File: config.mk
export PLATFORM = sky130hd
export DESIGN_NAME = sfx_sequencer_flat
export DESIGN_NICKNAME = d
export VERILOG_FILES = /design/src/rtl/sfx_sequencer_if.sv /design/src/rtl/sfx_sequencer.sv /design/src/flat_wrapper.sv
export SDC_FILE = /design/constraint.sdc
export NUM_CORES = 1
export LEC_CHECK = 0
export CAP_MARGIN = 10
export CORE_ASPECT_RATIO = 0.9
export CORE_MARGIN = 2
export CORE_UTILIZATION = 25
export DETAILED_ROUTE_END_ITERATION = 6
export GPL_TIMING_DRIVEN = 0
export PLACE_DENSITY = 0.51
export SETUP_SLACK_MARGIN = 0.15
export SKIP_CTS_REPAIR_TIMING = 1
export SKIP_LAST_GASP = 1
export SLEW_MARGIN = 20
export SYNTH_ARGS = -nofsm -noshare
export SYNTH_HDL_FRONTEND = slang
export SYNTH_SLANG_ARGS = --single-unit
File: constraint.sdc
create_clock -name clk -period 2.4 [get_ports clk]
set_input_delay 0.24 -clock clk [delete_from_list [all_inputs] [get_ports clk]]
set_output_delay 0.24 -clock clk [all_outputs]
set_load 0.02 [all_outputs]
File: src/rtl/sfx_sequencer_if.sv
// Event/piano inputs and tone-generator outputs of the sfx sequencer.
// The sequencer takes the slave side.
interface sfx_sequencer_if;
   logic       music_en;
   logic [2:0] req;
   logic [7:0] piano_key;
   logic [7:0] key_code;
   logic       busy;
   logic [1:0] active_id;
   logic       done;

   modport master (
      output music_en, req, piano_key,
      input  key_code, busy, active_id, done
   );

   modport slave (
      input  music_en, req, piano_key,
      output key_code, busy, active_id, done
   );
endinterface

File: src/rtl/sfx_sequencer.sv
// Sound-effect scheduler: plays ROM note sequences for game events
// and falls back to the piano keys when idle.
module sfx_sequencer #(
   parameter int TICK_DIV = 2_500_000
) (
   input logic            clk,
   input logic            rst_n,
   sfx_sequencer_if.slave bus
);
   localparam int PW = (TICK_DIV > 1) ? $clog2(TICK_DIV) : 1;
   localparam logic [PW-1:0] PMAX = PW'(TICK_DIV - 1);

   typedef enum logic {IDLE, PLAY} state_t;

   typedef struct packed {
      logic       last;
      logic [3:0] dur;
      logic [7:0] code;
   } step_t;

   state_t        state, state_nx;
   logic [2:0]    pend, pend_nx;
   logic [2:0]    req_eff, busy_mask, id_mask;
   logic [3:0]    idx, idx_nx;
   logic [3:0]    tick, tick_nx;
   logic [PW-1:0] presc, presc_nx;
   logic [3:0]    dur_q, dur_nx;
   logic          last_q, last_nx;
   logic [7:0]    key_q, key_nx;
   logic          busy_q, busy_nx;
   logic [1:0]    act_q, act_nx;
   logic          done_q, done_nx;
   logic          launch, step_end;
   logic [1:0]    launch_id;
   logic [3:0]    rom_addr;
   step_t         ent;

   function automatic step_t rom(input logic [3:0] i);
      case (i)
         4'd0:    rom = '{1'b0, 4'd2, 8'hfe};
         4'd1:    rom = '{1'b1, 4'd2, 8'hfb};
         4'd2:    rom = '{1'b0, 4'd1, 8'hef};
         4'd3:    rom = '{1'b0, 4'd1, 8'h7f};
         4'd4:    rom = '{1'b1, 4'd2, 8'h77};
         4'd5:    rom = '{1'b0, 4'd4, 8'h7f};
         4'd6:    rom = '{1'b0, 4'd4, 8'hbf};
         4'd7:    rom = '{1'b0, 4'd4, 8'hef};
         4'd8:    rom = '{1'b1, 4'd8, 8'hfe};
         default: rom = '{1'b1, 4'd1, 8'hff};
      endcase
   endfunction

   function automatic logic [3:0] start_of(input logic [1:0] id);
      unique case (id)
         2'd1:    start_of = 4'd2;
         2'd2:    start_of = 4'd5;
         default: start_of = 4'd0;
      endcase
   endfunction

   // One ROM read port: either a sequence start or the following step.
   always_comb begin
      launch_id = pend[2] ? 2'd2 : (pend[1] ? 2'd1 : 2'd0);
      id_mask   = 3'(3'b001 << launch_id);
      busy_mask = busy_q ? 3'(3'b001 << act_q) : 3'b000;
      req_eff   = bus.music_en ? (bus.req & ~busy_mask) : 3'b000;
      launch    = bus.music_en &&
                  ((state == IDLE) ? (|pend)
                                   : (pend[2] && act_q != 2'd2));
      step_end  = (state == PLAY) && (presc == PMAX) &&
                  ((tick + 4'd1) == dur_q);
      rom_addr  = launch ? start_of(launch_id) : idx + 4'd1;
      ent       = rom(rom_addr);
   end

   always_ff @(posedge clk or negedge rst_n) begin
      if (!rst_n) begin
         state  <= IDLE;
         pend   <= '0;
         idx    <= '0;
         tick   <= '0;
         presc  <= '0;
         dur_q  <= '0;
         last_q <= 1'b0;
         key_q  <= 8'hff;
         busy_q <= 1'b0;
         act_q  <= '0;
         done_q <= 1'b0;
      end else begin
         state  <= state_nx;
         pend   <= pend_nx;
         idx    <= idx_nx;
         tick   <= tick_nx;
         presc  <= presc_nx;
         dur_q  <= dur_nx;
         last_q <= last_nx;
         key_q  <= key_nx;
         busy_q <= busy_nx;
         act_q  <= act_nx;
         done_q <= done_nx;
      end
   end

   always_comb begin
      state_nx = state;
      if (!bus.music_en)
         state_nx = IDLE;
      else if (launch)
         state_nx = PLAY;
      else if (step_end && last_q)
         state_nx = IDLE;
   end

   always_comb begin
      pend_nx  = pend | req_eff;
      idx_nx   = idx;
      tick_nx  = tick;
      presc_nx = presc;
      dur_nx   = dur_q;
      last_nx  = last_q;
      key_nx   = key_q;
      busy_nx  = busy_q;
      act_nx   = act_q;
      done_nx  = 1'b0;
      if (!bus.music_en) begin
         pend_nx  = '0;
         idx_nx   = '0;
         tick_nx  = '0;
         presc_nx = '0;
         key_nx   = 8'hff;
         busy_nx  = 1'b0;
         act_nx   = '0;
      end else if (launch || (step_end && !last_q)) begin
         // Preemption and normal step advance share the load path.
         if (launch) begin
            pend_nx = pend_nx & ~id_mask;
            busy_nx = 1'b1;
            act_nx  = launch_id;
         end
         idx_nx   = rom_addr;
         tick_nx  = '0;
         presc_nx = '0;
         dur_nx   = ent.dur;
         last_nx  = ent.last;
         key_nx   = ent.code;
      end else if (state == IDLE) begin
         key_nx = bus.piano_key;
      end else if (step_end) begin
         tick_nx  = '0;
         presc_nx = '0;
         key_nx   = bus.piano_key;
         busy_nx  = 1'b0;
         act_nx   = '0;
         done_nx  = 1'b1;
      end else if (presc == PMAX) begin
         presc_nx = '0;
         tick_nx  = tick + 4'd1;
      end else begin
         presc_nx = presc + 1'b1;
      end
   end

   assign bus.key_code  = key_q;
   assign bus.busy      = busy_q;
   assign bus.active_id = act_q;
   assign bus.done      = done_q;
endmodule

File: src/flat_wrapper.sv
// flat-port wrapper written by rule: the top's interface ports become plain ports
module sfx_sequencer_flat 
#(
   parameter int TICK_DIV = 2_500_000
)
  (clk, rst_n, bus_music_en, bus_req, bus_piano_key, bus_key_code, bus_busy, bus_active_id, bus_done);
  sfx_sequencer_if bus_i ();
  input logic clk;
  input logic rst_n;
  input wire logic [$bits(bus_i.music_en)-1:0] bus_music_en;
  input wire logic [$bits(bus_i.req)-1:0] bus_req;
  input wire logic [$bits(bus_i.piano_key)-1:0] bus_piano_key;
  output wire logic [$bits(bus_i.key_code)-1:0] bus_key_code;
  output wire logic [$bits(bus_i.busy)-1:0] bus_busy;
  output wire logic [$bits(bus_i.active_id)-1:0] bus_active_id;
  output wire logic [$bits(bus_i.done)-1:0] bus_done;
  assign bus_i.music_en = bus_music_en;
  assign bus_i.req = bus_req;
  assign bus_i.piano_key = bus_piano_key;
  assign bus_key_code = bus_i.key_code;
  assign bus_busy = bus_i.busy;
  assign bus_active_id = bus_i.active_id;
  assign bus_done = bus_i.done;
  sfx_sequencer #(.TICK_DIV(TICK_DIV)) u_core (.clk(clk), .rst_n(rst_n), .bus(bus_i));
endmodule
==> impl_metrics.toml, run 1 <==
[status]
status = "finished with violations"
violations = "hold timing"

[worst_setup_path]
reg2reg_from = "u_core.tick[0]"
start_kind = "register"
critPathMaxFanout = 5
endpoint_kind = "register"
path_class = "register to register"
rr_worst_depth = 7
crit_path_start = "u_core.tick[0]"
worst_ep_required_time_ps = 2630
worstPathArrival_ps = 2440

[global_route]
grt_pass1_vias = 2376
grt_util_met3_pct = 2.18
grt_use_total_pct = 12.5
overflow = 0
grt_pass1_wl_um = 12600
grtUsageMet1_pct = 17.7
antenna_found_initial = 0
grtUsageMet2_pct = 19.6
grt_max_degree = 52
global_route.peak_usage_layer = "met2"

[clock_tree]
clk_pin_slew_ps = 70
clk_latency_ps = 300
cts_tree = "built"
clockBufferDepth = 2
cts_made_buffers = 5
root_buffer = "clkbuf_16"
cts_sinks = 51
h-tree-depth = 2

[detailed_routing]
wl_um = 7590
dr.pass1.iters = 4
drc = 0
first_iter_violations = 130
detail_route.wl_per_cell_um = 14.7
ant_nets = 0
vias = 2507
viasPerCell = 4.85

[synth]
yosys.area.top_type_share_pct = 36.5
ys_seq_area_share_pct = 43.6
syn_inst = 321
synth_nets = 338
ys_ff_latch = 51
async_flop_share_pct = 100
ys_types = 62
yosysWarnings = 0
synth_edf_count = 0
syn_area_per_cell_um2 = 9.18
synth_area_um2 = 2950
synthFlopType = "dfrtp_1"
ys_top_cells_by_area = "dfrtp_1 (37%), dfstp_2 (7.1%), nand2_1 (4.7%)"
yosysTopAreaCell = "dfrtp_1"

[sta]
fin_setup_tns_ps = 0
timing.fmax_mhz = 454
finalSetupViolations = 0
final.period_utilization_pct = 91.8
finClkSkew_ps = 11.5
hold_slack_ps = -15.1
finalHoldViolCount = 43
period_minus_slack_ps = 2200
drv_slew = 0
slew_headroom_pct = 55.4
worst_slew_pin_slew_ps = 669
rsz0062_at_grt = "yes"

[worst_hold_path]
worstHoldPathType = "input port to asynchronous set/reset pin"

[floorplanning]
start_util_pct = 25.7
ioPinCount = 26
rows = 37
die-area_um2 = 12700
die_y_um = 107
fp.coreArea_um2 = 11500
fp.dieW_um = 118

[final_layout]
final_common_cell = "dfrtp_1"
multi_input_area_um2 = 1660
synthToLayoutAreaGrowth_pct = 27.1
seqCellArea_um2 = 1290
fillCellCount = 1228
layout_common_cells = "dfrtp_1 (40), nand2_1 (37), nor2_1 (35)"
instances_no_fill = 517
fin_nets = 377
antennaDiodeCount = 0
drive_gt1_share_pct = 17.5

[placed_design]
gp_congestion = 0.812
io_buffers = 24
dp.cells = 501
hpwlAfterDp_um = 5420

[power_and_ir_drop]
peakVddDrop_mv = 0.266
power-per-cell-area_nw_per_um2 = 676
leakagePower_nw = 1.48

[flow_run]
drv_cap = 0
flip-flops by register name (all words and copies together), names as in the netlist:
signal and cells:
u_core.pend 3, u_core.bus.active_id 2, u_core.bus.done 1, u_core.last_q 1
u_core.dur_q 4, u_core.idx 4, u_core.bus.busy 1, u_core.tick 4
u_core.bus.key_code 8, u_core.state 1, u_core.presc 22
layer usage:
metal  vias up  share of wire [%]
li1       1228                  -
met1      1223                 51
met2        48                 44
met3         8                3.4
met4         0                1.4
met5         -                  0
final timing paths:
path / to / slack [ps]
setup / recovery: u_core.bus.key_code[4] / 200
setup reg to reg: u_core.bus.key_code[4] / 200
min in group clk: u_core.bus.active_id[1] / 260
hold / removal: u_core.presc[11] / -20
hold reg to reg: u_core.bus.key_code[2] / 490
max in group asynchronous: u_core.presc[13] / 1940
cell type report:
| type | count | area share (%) |
|---|---|---|
| Buffer | 13 | 2.20 |
| Clock buffer | 6 | 3.71 |
| Clock inverter | 2 | 0.935 |
| Inverter | 9 | 0.902 |
| Multi-Input combinational cell | 248 | 44.3 |
| Sequential cell | 51 | 34.4 |
| Tap cell | 156 | 5.21 |
| Timing Repair Buffer | 32 | 8.28 |
stage by stage:
step	hold WS [ps]	total power, mW	utilization (%)	instance area [µm²]	setup slack, ps
5_1_grt	45.1	2.67	32.6	3750	78.4
2_1_floorplan	-55.6	1.40	-	2950	278
4_1_cts	16.4	2.45	31.0	3550	-58.9
6_report	-15.1	2.53	32.6	3750	196
3_3_place_gp	477	1.60	29.5	3380	-571
3_5_place_dp	337	1.60	29.4	3380	-33.3
power breakdown:
part	total, mW	internal (mW)	leakage [nW]	switching [mW]
clock network	0.845	0.519	0.0868	0.326
registers	1.01	0.942	0.668	0.0722
logic	0.674	0.281	0.724	0.393
synth_stat cells, types with 2 or more instances:
cell type,n
a211oi_1,2
buf_6,3
o22a_1,2
a21oi_1,18
buf_2,4
o21a_1,2
dfrtp_1,43
xor2_1,15
o21ai_0,10
clkbuf_1,5
and2_1,2
ha_1,3
inv_1,9
nand2b_1,5
xnor2_1,10
o2bb2ai_1,2
nand3_1,14
nor3_1,10
and3_1,6
o22ai_1,6
nand3b_1,5
or3_1,3
nand2_1,37
nand4_1,7
o31ai_1,5
or3b_2,3
dfstp_2,8
o21ai_1,5
nor4_1,5
o211ai_1,2
nor2_1,36
a21o_1,4
logic make-up after synthesis:
| logic type | count (synthesis) | share of synthesized area [%] |
|---|---|---|
| DFF | 51 | 43.6 |
| and+or+nand+nor | 144 | 25.5 |
| xor gates and xnor gates | 26 | 8.19 |
| buffers and inverters | 22 | 3.86 |
| muxes | 2 | 0.722 |
| AOI/OAI and AO/OA | 73 | 16.8 |
| adders and majority gates | 3 | 1.27 |
critical path, stage by stage (launching register included):
cell and delay (ps):
dfrtp_2 440, ha_1 240, xnor3_1 390, nand3_2 120, nor2_4 220, a31oi_4 160
a2111o_1 470, o211ai_2 90
(Power assumes the default switching activity.)
==> run 2: changes to the inputs <==
- CORE_ASPECT_RATIO: 0.9 -> 1.4
==> impl_metrics.toml, run 2 (same netlist as run 1, synthesis figures left out) <==
[placed_design]
gp_congestion = 0.799
dpl-instance-area_um2 = 3370
hpwlAfterDp_um = 5390
io_buffers = 24
dp.cells = 489

[final_layout]
largest_reg_flops = 22
final_util_pct = 32.8
largest-register = "u_core.presc"
drive_gt1_share_pct = 17.9
synthToLayoutAreaGrowth_pct = 26.7
final_area_um2 = 3740
fillCellCount = 1211
antennaDiodeCount = 0
multi_input_area_um2 = 1640
fin_nets = 379
seqCellArea_um2 = 1290
layout_common_cells = "dfrtp_1 (39), nand2_1 (37), nor2_1 (35)"
final_common_cell = "dfrtp_1"
instances_no_fill = 507

[worst_setup_path]
worst_ep_required_time_ps = 2590
start_kind = "register"
endpoint_kind = "register"
path_class = "register to register"
slowest_delay_ps = 510
worst_path_max_delay_cell = "a21oi_1"
critPathMaxFanout = 9
worstPathArrival_ps = 2340
worstPathCellList = "clkbuf_2 -> o21ba_2 -> o211ai_1 -> a21oi_1 -> o22ai_1 -> mux2_2"

[sta]
period_minus_slack_ps = 2160
slew_headroom_pct = 56.1
timing.fmax_mhz = 464
rsz0062_at_grt = "yes"
drv_slew = 0
hold_slack_ps = -32.9
finalHoldViolCount = 28
worst_slew_pin_slew_ps = 658
finalSetupViolations = 0
finClkSkew_ps = 9.22
final.period_utilization_pct = 89.8

[floorplanning]
die-area_um2 = 12700
fp.dieW_um = 95.8
die_y_um = 132
start_util_pct = 25.9
rows = 46
fp.coreArea_um2 = 11400
ioPinCount = 26

[clock_tree]
clockBufferDepth = 2
h-tree-depth = 2
cts_tree = "built"
clk_pin_slew_ps = 70
root_buffer = "clkbuf_16"
cts_made_buffers = 5
clk_latency_ps = 300
cts_sinks = 51

[global_route]
grt_pass1_vias = 2502
global_route.peak_usage_layer = "met2"
grt_util_met3_pct = 1.82
grtUsageMet2_pct = 20.9
overflow = 0
grt_use_total_pct = 12.3
grt_max_degree = 52
grtUsageMet1_pct = 16.1
antenna_found_initial = 0
grt_pass1_wl_um = 12400

[flow_run]
drv_cap = 0

[power_and_ir_drop]
peakVddDrop_mv = 0.298
total_power_mw = 2.50
leakagePower_nw = 1.49
power-per-cell-area_nw_per_um2 = 670

[detailed_routing]
detail_route.wl_per_cell_um = 14.9
viasPerCell = 4.95
first_iter_violations = 105
drc = 0
vias = 2510
ant_nets = 0
wl_um = 7570
dr.pass1.iters = 4

[status]
violations = "hold timing"
status = "finished with violations"

[worst_hold_path]
worstHoldPathType = "input port to asynchronous set/reset pin"
run 2: cell types whose count changed in the layout (fill, tap and decap cells not counted), sizes merged:
cell | previous run | this run
buf | 17 | 19
run 2: routing by layer:
metal  share of wire [%]  vias to the layer above
met4                 1.4                        0
met1                  45                     1222
met3                 2.9                       10
met5                   0                        -
li1                    -                     1237
met2                  51                       41
run 2: path summary, 6_finish.rpt:
path	startpoint	to	slack, ps	cells after the start
setup / recovery	u_core.state	u_core.dur_q[0]	240	6
hold / removal	rst_n	u_core.presc[7]	-30	1
setup reg to reg	u_core.state	u_core.dur_q[0]	240	6
hold reg to reg	u_core.bus.key_code[2]	u_core.bus.key_code[2]	490	2
max in group asynchronous	rst_n	u_core.presc[13]	1930	1
min in group clk	bus_music_en	u_core.bus.active_id[1]	270	2
run 2: power by group:
part	total, mW	internal (mW)	switching (mW)
Clock	0.838	0.519	0.319
Combinational	0.661	0.282	0.379
Sequential	1.00	0.941	0.0617
Total	2.50	1.74	0.760
run 2: critical path: cells and delay by family (launching register included):
kind                   cells  cell delay, ps
AOI/OAI and AO/OA          4            1220
muxes                      1             280
buffers and inverters      1             180
DFF                        1             360
run 2: final cells by class:
class / instances / share of cell area, %
Clock buffer: 6 / 3.72
Inverter: 9 / 0.904
Clock inverter: 2 / 0.938
Multi-Input combinational cell: 248 / 44.0
Sequential cell: 51 / 34.6
Tap cell: 144 / 4.82
Buffer: 13 / 2.38
Timing Repair Buffer: 34 / 8.71
run 2: per-stage QoR:
stage / setup slack [ps] / TNS, ps / hold WS [ps]
3_5_place_dp: -7.57 / -7.57 / 329
2_1_floorplan: 278 / 0 / -55.6
3_3_place_gp: -547 / -23420 / 476
5_1_grt: 130 / 0 / 39.4
4_1_cts: -33.1 / -52.8 / 12.4
6_report: 244 / 0 / -32.9
==> run 3: changes to the inputs <==
- ABC_CLOCK_PERIOD_IN_PS: default -> 2400
==> results of run 3 <==
Same layout as run 2: the final DEF is identical, and so are final timing and power.
